### src/rtl/fetch_sequencer.sv
// fetch_sequencer
//   Front-end stage driving the fetch port of the unified memory. It owns the
//   program counter, pulses fetch with the PC on fetch_addr, captures the
//   memory's registered outputs one cycle later into an instruction bundle and
//   holds that bundle for execute under a valid/ready handshake. Absolute and
//   PC-relative redirects are taken when execute accepts the bundle.
//
// Ports:
//   clk, rst_n          clock (rising edge), asynchronous active-low reset
//   stall               freeze issue of new fetches
//   fetch, fetch_addr   one-cycle fetch strobe and instruction address (PC)
//   mem_*               registered memory outputs (instr, imm, imm2, data,
//                       edge weight, sp_node)
//   *_q, pc_q           captured bundle and the PC it was fetched from
//   valid, ready        bundle handshake with execute
//   instr_len           word length of the held instruction (0 treated as 1)
//   redirect,
//   redirect_rel,
//   redirect_addr       jump request: absolute target or signed PC offset
//   fetch_count         number of bundles accepted since reset (wraps)

module fetch_sequencer #(
  parameter int              WORD     = 32,
  parameter logic [WORD-1:0] RESET_PC = '0,
  parameter int              CNT_W    = 16
) (
  input  logic             clk,
  input  logic             rst_n,
  input  logic             stall,
  output logic             fetch,
  output logic [WORD-1:0]  fetch_addr,
  input  logic [WORD-1:0]  mem_instr,
  input  logic [WORD-1:0]  mem_imm,
  input  logic [WORD-1:0]  mem_imm2,
  input  logic [WORD-1:0]  mem_data,
  input  logic [WORD-1:0]  mem_weight,
  input  logic [WORD-1:0]  mem_sp_node,
  output logic [WORD-1:0]  instr_q,
  output logic [WORD-1:0]  imm_q,
  output logic [WORD-1:0]  imm2_q,
  output logic [WORD-1:0]  data_q,
  output logic [WORD-1:0]  weight_q,
  output logic [WORD-1:0]  sp_node_q,
  output logic [WORD-1:0]  pc_q,
  output logic             valid,
  input  logic             ready,
  input  logic [1:0]       instr_len,
  input  logic             redirect,
  input  logic             redirect_rel,
  input  logic [WORD-1:0]  redirect_addr,
  output logic [CNT_W-1:0] fetch_count
);

  typedef enum logic [1:0] {
    ISSUE   = 2'd0,
    CAPTURE = 2'd1,
    HOLD    = 2'd2
  } state_t;

  state_t          state;
  logic [WORD-1:0] pc;
  logic [1:0]      len_eff;
  logic [WORD-1:0] seq_pc;
  logic [WORD-1:0] next_pc;
  logic            accept;

  // Next-PC selection for the bundle being accepted. A zero length is
  // promoted to one word so a bad decode can never stall the PC in place.
  // All arithmetic wraps modulo 2^WORD; the relative offset is two's
  // complement, so a plain add handles both directions.
  always_comb begin
    len_eff = (instr_len == 2'd0) ? 2'd1 : instr_len;
    seq_pc  = pc_q + {{(WORD-2){1'b0}}, len_eff};
    next_pc = seq_pc;
    if (redirect) begin
      next_pc = redirect_rel ? (pc_q + redirect_addr) : redirect_addr;
    end
  end

  assign accept = (state == HOLD) && ready;

  // The strobe must react to stall in the same cycle, so it is decoded from
  // the registered state. Gating with rst_n keeps the memory idle while reset
  // is held, even though the state already sits in ISSUE.
  assign fetch      = rst_n && !stall && (state == ISSUE);
  assign fetch_addr = pc;

  // Sequencer: ISSUE -> CAPTURE -> HOLD -> ISSUE. The memory samples the
  // fetch on the edge leaving ISSUE and presents its outputs during CAPTURE,
  // so the bundle is latched on the edge leaving CAPTURE. Reset abandons any
  // fetch in flight; its memory outputs are never captured.
  always_ff @(posedge clk or negedge rst_n) begin
    if (!rst_n) begin
      state       <= ISSUE;
      pc          <= RESET_PC;
      valid       <= 1'b0;
      fetch_count <= '0;
      instr_q     <= '0;
      imm_q       <= '0;
      imm2_q      <= '0;
      data_q      <= '0;
      weight_q    <= '0;
      sp_node_q   <= '0;
      pc_q        <= '0;
    end else begin
      case (state)
        ISSUE: begin
          if (!stall) begin
            state <= CAPTURE;
          end
        end

        CAPTURE: begin
          instr_q   <= mem_instr;
          imm_q     <= mem_imm;
          imm2_q    <= mem_imm2;
          data_q    <= mem_data;
          weight_q  <= mem_weight;
          sp_node_q <= mem_sp_node;
          pc_q      <= pc;
          valid     <= 1'b1;
          state     <= HOLD;
        end

        HOLD: begin
          if (accept) begin
            fetch_count <= fetch_count + {{(CNT_W-1){1'b0}}, 1'b1};
            pc          <= next_pc;
            valid       <= 1'b0;
            state       <= ISSUE;
          end
        end

        default: begin
          state <= ISSUE;
          valid <= 1'b0;
        end
      endcase
    end
  end

endmodule

### config.mk
export PLATFORM = sky130hd
export DESIGN_NAME = fetch_sequencer
export DESIGN_NICKNAME = d
export VERILOG_FILES = /design/src/rtl/fetch_sequencer.sv
export SDC_FILE = /design/constraint.sdc
export NUM_CORES = 1
export LEC_CHECK = 0
export ABC_AREA = 1
export CAP_MARGIN = 20
export CORE_AREA = 5 5 196 198
export CTS_BUF_LIST = sky130_fd_sc_hd__clkbuf_8
export DETAILED_ROUTE_END_ITERATION = 8
export DIE_AREA = 0 0 201 203
export PLACE_DENSITY_LB_ADDON = 0.08
export SLEW_MARGIN = 20
export SYNTH_ARGS = -nofsm -noshare
export SYNTH_HDL_FRONTEND = slang
export SYNTH_SLANG_ARGS = --single-unit
### constraint.sdc
create_clock -name clk -period 1.85 [get_ports clk]
set_input_delay 0.2775 -clock clk [delete_from_list [all_inputs] [get_ports clk]]
set_output_delay 0.2775 -clock clk [all_outputs]
set_load 0.01 [all_outputs]
==> summary.txt, run 1 <==
Synthesis
  • Largest cells by area after synthesis: dfrtp_1, mux2_2, nand2_1
  • Syn_nets: 1821
  • Syn_area_per_cell: 9.144 µm²
  • Async set-reset flop share out of synthesis: 100.0%
  • Seq/Total Area, Yosys: 48.46%
  • Most common flop cell mapped by yosys: dfrtp_1
  • Yosys reg bits: 275
  • Yosys cell types: 38
  • Cell taking the most area after synthesis: dfrtp_1
  • Ys Warns: 0
  • Top-count cell post-synth: nand2_1
  • Post-synth top cells: nand2_1, dfrtp_1, mux2_2
  • Post-synth EDFFs: 0
  • Syn Inst Count: 1553
  • Synthesized area: 0.01420 mm²
  • Synth top area share: 48.46%

Clock network
  • CTS tree: built
  • Clock-pin slew on the worst setup and hold paths: 0.06 ns
  • Maximum root-to-sink buffer count: 3
  • Clk_lat worst skew: 0.56 ns
  • CTS buffer count: 49
  • H-tree levels: 2
  • CTS sink cnt: 275
  • Root Buffer: clkbuf_8

STA
  • Skew final: 0.01410 ns
  • Worst slew pin tran: 0.8474 ns
  • Fin crit share: 118.6%
  • Max-slew violations: 0
  • Setup TNS: -4.752 ns
  • Relative slew margins: 43.51%
  • Final hold violation count: 0
  • Period minus WS final: 2.194 ns
  • Final Setup Violations: 28
  • RSZ-0062 raised after global routing: true
  • Final worst slack: -0.3443 ns
  • Max frequency: 455.7 MHz

Pwr
  • P_int: 23.88 mW
  • Sw Share: 39.25%
  • Sequential share of power: 27.3%
  • Clock power share: 14.9%
  • Total power: 39.31 mW
  • Power Density: 1691 mW/mm²
  • Logic pwr share: 57.8%
  • Net Sw Power: 15.43 mW
  • Pleak: 11.13 nW
  • VDD IR max: 0.9949 mV

Critical path
  • Worst path cell trace: ha_4, inv_2, fa_2, inv_2, nand2_4, nor2_4, buf_6, nand2_4, nor2_4, buf_4, a31oi_1, o21a_1, a21boi_1
  • Setup CP Type: register to register
  • Slowest stage delay, CP: 0.43 ns
  • Startpoint types: register
  • CP max FO: 4
  • WP data required: 2.34 ns
  • Reg2Reg Depth: 13
  • Critical Path AT: 2.68 ns
  • R2r endpoint: fetch_addr[18]$_DFFE_PN0P_
  • Buf/Inv on CP: 4
  • R2r startpoint: pc_q[0]$_DFFE_PN0P_
  • Reg-to-reg slack, setup: -0.34 ns
  • CP top delay family: adder cells
  • Worst setup EP type: register
  • Slowest CP cell: dfrtp_2

GRT
  • Initial antenna violation count: 6
  • All-Layer GR Usage: 26.20%
  • GR peak layer: met2
  • Grt met3 use: 8.369%
  • First-pass GRT wire length: 83180 µm
  • M1 GR Usage: 31.49%
  • Vias in the first global route: 13738
  • Total global routing overflow: 0
  • Largest net degree at the start of global routing: 150
  • Met2 Usage GRT: 44.41%

Detailed routing
  • Post-route DRC: 0
  • DRT antenna net count: 0
  • DR WL/cell: 20.23 µm
  • WL final: 55480 µm
  • Via count: 13403
  • Detailed Route Iter0 Violations: 860
  • DR pass1 iterations: 5
  • Vias/cell: 4.886

Die
  • Core area: 0.03635 mm²
  • Die X: 201 µm
  • I/O pins: 506
  • Die Ht: 203 µm
  • Initial Utilization: 39.07%
  • FP Rows: 70
  • Die footprint: 0.04080 mm²

Flow run
  • MaxCap Viol Count: 0

Cells and area
  • Nets@finish: 2500
  • Area Growth Syn to Fin: 63.77%
  • Fraction of layout instances using a drive strength above 1: 29.43%
  • Fin util: 63.98%

Min path
  • Hold depth: 2
  • Worst hold path type: input pin to register
  • Hold EP: state[0]$_DFFE_PN0P_
  • Hold path start: stall

Place
  • Routability cong.: 0.9182
  • Number of port buffers: 505
  • DP Wirelength: 43210 µm

Run status
  • Status: finished with violations
  • Violated checks: negative setup slack
-- repair_timing --
item                       in CTS  in global routing
hold buffers                    1                  0
setup endpoints to repair     112                 68
hold endpoints to repair       16                  0
pin swaps                      81                 69
buffers inserted               14                  8
resized for setup             267                154
-- placed cells by master (no fill, tap or decap), drive strengths merged, types with 2 or more instances in the layout --
cell type        n
mux2           192
nor3            18
dfrtp          275
o22ai            2
nand2          380
nand3           57
nand4            8
ha              34
xnor2           16
xor2            33
and2             3
a22oi            3
fa               2
clkbuf          63
diode            5
clkdlybuf4s50  385
dlygate4sd2     81
a21boi          18
clkinv           6
nor2           142
a21oi           51
buf            172
inv            213
bufinv           2
o21ai           65
nand3b           5
dlymetal6s2s    34
-- layout make-up --
type | instances | area, µm²
fillers | 3084 | 13090
multi-input cells | 1036 | 7482
flip-flops and latches | 275 | 6894
repair buffers | 675 | 6525
clock buffers | 62 | 853.3
inverters | 195 | 734.5
well taps | 468 | 585.6
clock inverters | 27 | 167.7
diodes | 5 | 12.51
-- state kept, by name (all words and copies together) (netlist names) --
signal	flops
weight_q	32
sp_node_q	32
pc_q	32
state	2
fetch_addr	32
imm2_q	32
fetch_count	16
instr_q	32
valid	1
imm_q	32
data_q	32
-- metrics by stage --
step                hold WS (ns)  area (µm²)  setup slack, ns  cells
floorplan               -0.01809       14260          -0.1201   1553
global placement          0.2875       20940          -0.7551   2630
detailed placement        0.2890       20940          -0.8067   2630
CTS                       0.2723       22680          -0.2907   2733
global route              0.2790       23250          -0.4596   2742
finish                    0.3133       23250          -0.3443   2743
-- power groups by stage --
stage	Combinational (mW)	Clock (mW)	Sequential, mW
global route	24.5	6.30	11.1
detailed placement	21.1	0	10.7
global placement	21.0	0	10.6
finish	22.7	5.85	10.7
CTS	22.0	6.02	10.7
floorplan	7.95	0	12.2
-- cell families (layout without fill, tap and decap cells) --
group,after synthesis,in the layout,share of synthesized area [%]
other,0,5,0
xor gates and xnor gates,49,49,3.022
buffers and inverters,242,959,6.609
muxes,192,192,15.23
and+or+nand+nor,616,616,17.91
adders and majority gates,36,36,3.278
DFF,275,275,48.46
AOI/OAI and AO/OA,143,143,5.489
-- layer usage --
metal / share of wire, % / wire [µm]
met5: 0.023 / 13
met4: 3.6 / 1975
met3: 8.2 / 4539
met2: 49 / 27130
met1: 39 / 21830
-- worst max path at each step --
stage,startpoint,endpoint,slack [ns],depth (start not counted)
floorplan,pc_q[0]$_DFFE_PN0P_,fetch_addr[30]$_DFFE_PN0P_,-0.12,12
finish,pc_q[0]$_DFFE_PN0P_,fetch_addr[18]$_DFFE_PN0P_,-0.34,13
detailed placement,instr_len[1],fetch_addr[14]$_DFFE_PN0P_,-0.81,14
CTS,pc_q[0]$_DFFE_PN0P_,fetch_addr[26]$_DFFE_PN0P_,-0.29,13
global route,pc_q[0]$_DFFE_PN0P_,fetch_addr[26]$_DFFE_PN0P_,-0.46,13
global placement,instr_len[1],fetch_addr[30]$_DFFE_PN0P_,-0.76,15
Power figures use the tool's default switching activity.
==> run 2, diff against run 1 <==
==> constraint.sdc (replaced) <==
create_clock -name clk -period 1.85 [get_ports clk]
set_input_delay 0.2775 -clock clk [delete_from_list [all_inputs] [get_ports clk]]
set_output_delay 0.2775 -clock clk [all_outputs]
set_load 0.05 [all_outputs]
==> summary.txt, run 2 (synthesis results as in run 1) <==
GRT
  • Grt met3 use: 8.449% (was 8.369%)
  • GR peak layer: met2 (unchanged)
  • Total global routing overflow: 0 (unchanged)
  • Initial antenna violation count: 8 (was 6)
  • First-pass GRT wire length: 83400 µm (was 83180 µm)
  • Vias in the first global route: 13756 (was 13738)
  • Largest net degree at the start of global routing: 118 (was 150)
  • M1 GR Usage: 32.22% (was 31.49%)
  • All-Layer GR Usage: 26.49% (was 26.20%)
  • Met2 Usage GRT: 44.64% (was 44.41%)

Place
  • Number of port buffers: 505 (unchanged)
  • Placed Cells incl. Taps: 2629 (was 2630)
  • Setup WS pre-CTS: -0.7938 ns (was -0.8067 ns)
  • DP Wirelength: 44330 µm (was 43210 µm)
  • Placed Area: 0.02074 mm² (was 0.02094 mm²)
  • Routability cong.: 0.9348 (was 0.9182)

Cells and area
  • Fin cells: 2744 (was 2743)
  • Fin util: 62.46% (was 63.98%)
  • Post-layout instance area: 0.02270 mm² (was 0.02325 mm²)
  • Most frequent cells in the layout: buf_4, nand2_1, dfrtp_1 (was clkdlybuf4s50_1, nand2_1, dfrtp_1)
  • Most common cell after layout, fill and taps aside: buf_4 (was clkdlybuf4s50_1)
  • Area Growth Syn to Fin: 59.87% (was 63.77%)
  • Nets@finish: 2501 (was 2500)
  • Fraction of layout instances using a drive strength above 1: 37.87% (was 29.43%)

Detailed routing
  • DR WL/cell: 20.39 µm (was 20.23 µm)
  • DR pass1 iterations: 6 (was 5)
  • Post-route DRC: 0 (unchanged)
  • WL final: 55950 µm (was 55480 µm)
  • Vias/cell: 4.863 (was 4.886)
  • Via count: 13344 (was 13403)
  • DRT antenna net count: 0 (unchanged)
  • Detailed Route Iter0 Violations: 722 (was 860)

Critical path
  • WP data required: 2.32 ns (was 2.34 ns)
  • Setup CP Type: register to register (unchanged)
  • Worst path cell trace: ha_4, inv_2, fa_2, inv_2, nand2_4, nor2_4, nand2_4, buf_4, buf_6, xnor2_2, a21oi_1, a22oi_1 (was ha_4, inv_2, fa_2, inv_2, nand2_4, nor2_4, buf_6, nand2_4, nor2_4, buf_4, a31oi_1, o21a_1, a21boi_1)
  • Reg2Reg Depth: 12 (was 13)
  • Critical Path AT: 2.60 ns (was 2.68 ns)
  • Slowest CP cell: dfrtp_2 (unchanged)
  • Startpoint types: register (unchanged)
  • Reg-to-reg slack, setup: -0.28 ns (was -0.34 ns)
  • Slowest stage delay, CP: 0.42 ns (was 0.43 ns)
  • Worst setup EP type: register (unchanged)
  • CP max FO: 5 (was 4)

Flow run
  • MaxCap Viol Count: 0 (unchanged)

Clock network
  • Maximum root-to-sink buffer count: 3 (unchanged)
  • Clock-pin slew on the worst setup and hold paths: 0.06 ns (about the same)
  • CTS buffer count: 51 (was 49)
  • CTS tree: built (unchanged)
  • CTS sink cnt: 275 (unchanged)
  • Root Buffer: clkbuf_8 (unchanged)
  • H-tree levels: 2 (unchanged)
  • Clk_lat worst skew: 0.63 ns (was 0.56 ns)

Die
  • Core area: 0.03635 mm² (unchanged)
  • I/O pins: 506 (unchanged)
  • Die Ht: 203 µm (unchanged)
  • Die X: 201 µm (unchanged)
  • Initial Utilization: 39.07% (unchanged)
  • Die footprint: 0.04080 mm² (unchanged)
  • FP Rows: 70 (unchanged)

Pwr
  • Power Density: 2088 mW/mm² (was 1691 mW/mm²)
  • Total power: 47.40 mW (was 39.31 mW)
  • Pleak: 10.96 nW (was 11.13 nW)
  • VDD IR max: 1.524 mV (was 0.9949 mV)

Run status
  • Violated checks: negative setup slack (unchanged)
  • Status: finished with violations (unchanged)

STA
  • Setup TNS: -4.416 ns (was -4.752 ns)
  • Max-slew violations: 0 (unchanged)
  • RSZ-0062 raised after global routing: true (unchanged)
  • Relative slew margins: 53.65% (was 43.51%)
  • Max frequency: 468.8 MHz (was 455.7 MHz)
  • Final hold violation count: 0 (unchanged)
  • Final Setup Violations: 29 (was 28)
  • Final worst slack: -0.2831 ns (was -0.3443 ns)
  • Hold slack: 0.07578 ns (was 0.3133 ns)
  • Skew final: 0.03751 ns (was 0.01410 ns)
  • Worst slew pin tran: 0.6953 ns (was 0.8474 ns)
  • Period minus WS final: 2.133 ns (was 2.194 ns)
  • Fin crit share: 115.3% (was 118.6%)

Min path
  • Worst hold path type: input pin to async pin (was input pin to register)
## run 2: cell types whose count changed in the layout (fill, tap and decap cells not counted), moves of 6 or more
cell	change
nand2_2	-21
clkdlybuf4s50_1	-156
dfrtp_1	-23
o21ai_1	-6
dlygate4sd2_1	-37
clkbuf_2	+8
clkdlybuf4s15_1	+33
dfrtp_2	+23
dlymetal6s2s_1	-34
buf_4	+185
nand2_1	+21
## run 2: path summary, 6_finish.rpt
kind | start | to
hold / removal | rst_n | imm_q[24]$_DFFE_PN0P_
min in group clk | redirect_rel | fetch_addr[0]$_DFFE_PN0P_
setup / recovery | pc_q[0]$_DFFE_PN0P_ | fetch_addr[8]$_DFFE_PN0P_
max in group asynchronous | rst_n | weight_q[7]$_DFFE_PN0P_
hold reg to reg | fetch_count[15]$_DFFE_PN0P_ | fetch_count[15]$_DFFE_PN0P_
setup reg to reg | pc_q[0]$_DFFE_PN0P_ | fetch_addr[8]$_DFFE_PN0P_
## run 2: cell type report
class | count | area, µm²
multi-input cells | 1036 | 7452
repair buffers | 674 | 6011
flip-flops and latches | 275 | 6923
diodes | 8 | 20.02
clock buffers | 62 | 853.3
fillers | 3190 | 13650
inverters | 195 | 737.0
clock inverters | 26 | 120.1
well taps | 468 | 585.6
## run 2: where the power goes
part           internal (mW)  total (mW)  switching, mW  leakage (nW)
Sequential              9.05        11.0           1.91          3.18
Clock                   3.02        5.63           2.61         0.580
Combinational           10.9        30.8           19.9          7.20
## run 2: metal layers
metal,routed length [µm],up-vias
met3,4351,79
met1,22640,6431
met4,1570,0
li1,-,6342
met2,27390,492
met5,0,-
## run 2: worst max-delay path: cells and delay by family (launching register included)
family | cells | cell delay, ns
and+or+nand+nor | 3 | 0.41
xor gates and xnor gates | 1 | 0.11
buffers and inverters | 4 | 0.36
AOI/OAI and AO/OA | 2 | 0.21
adders and majority gates | 2 | 0.49
DFF | 1 | 0.42
## run 2: repair_timing
action,CTS,global route
setup buffers,13,9
gates resized for setup,260,123
hold buffers,1,0
hold endpoints to repair,275,0
setup endpoints to repair,118,210
pin swaps,59,53
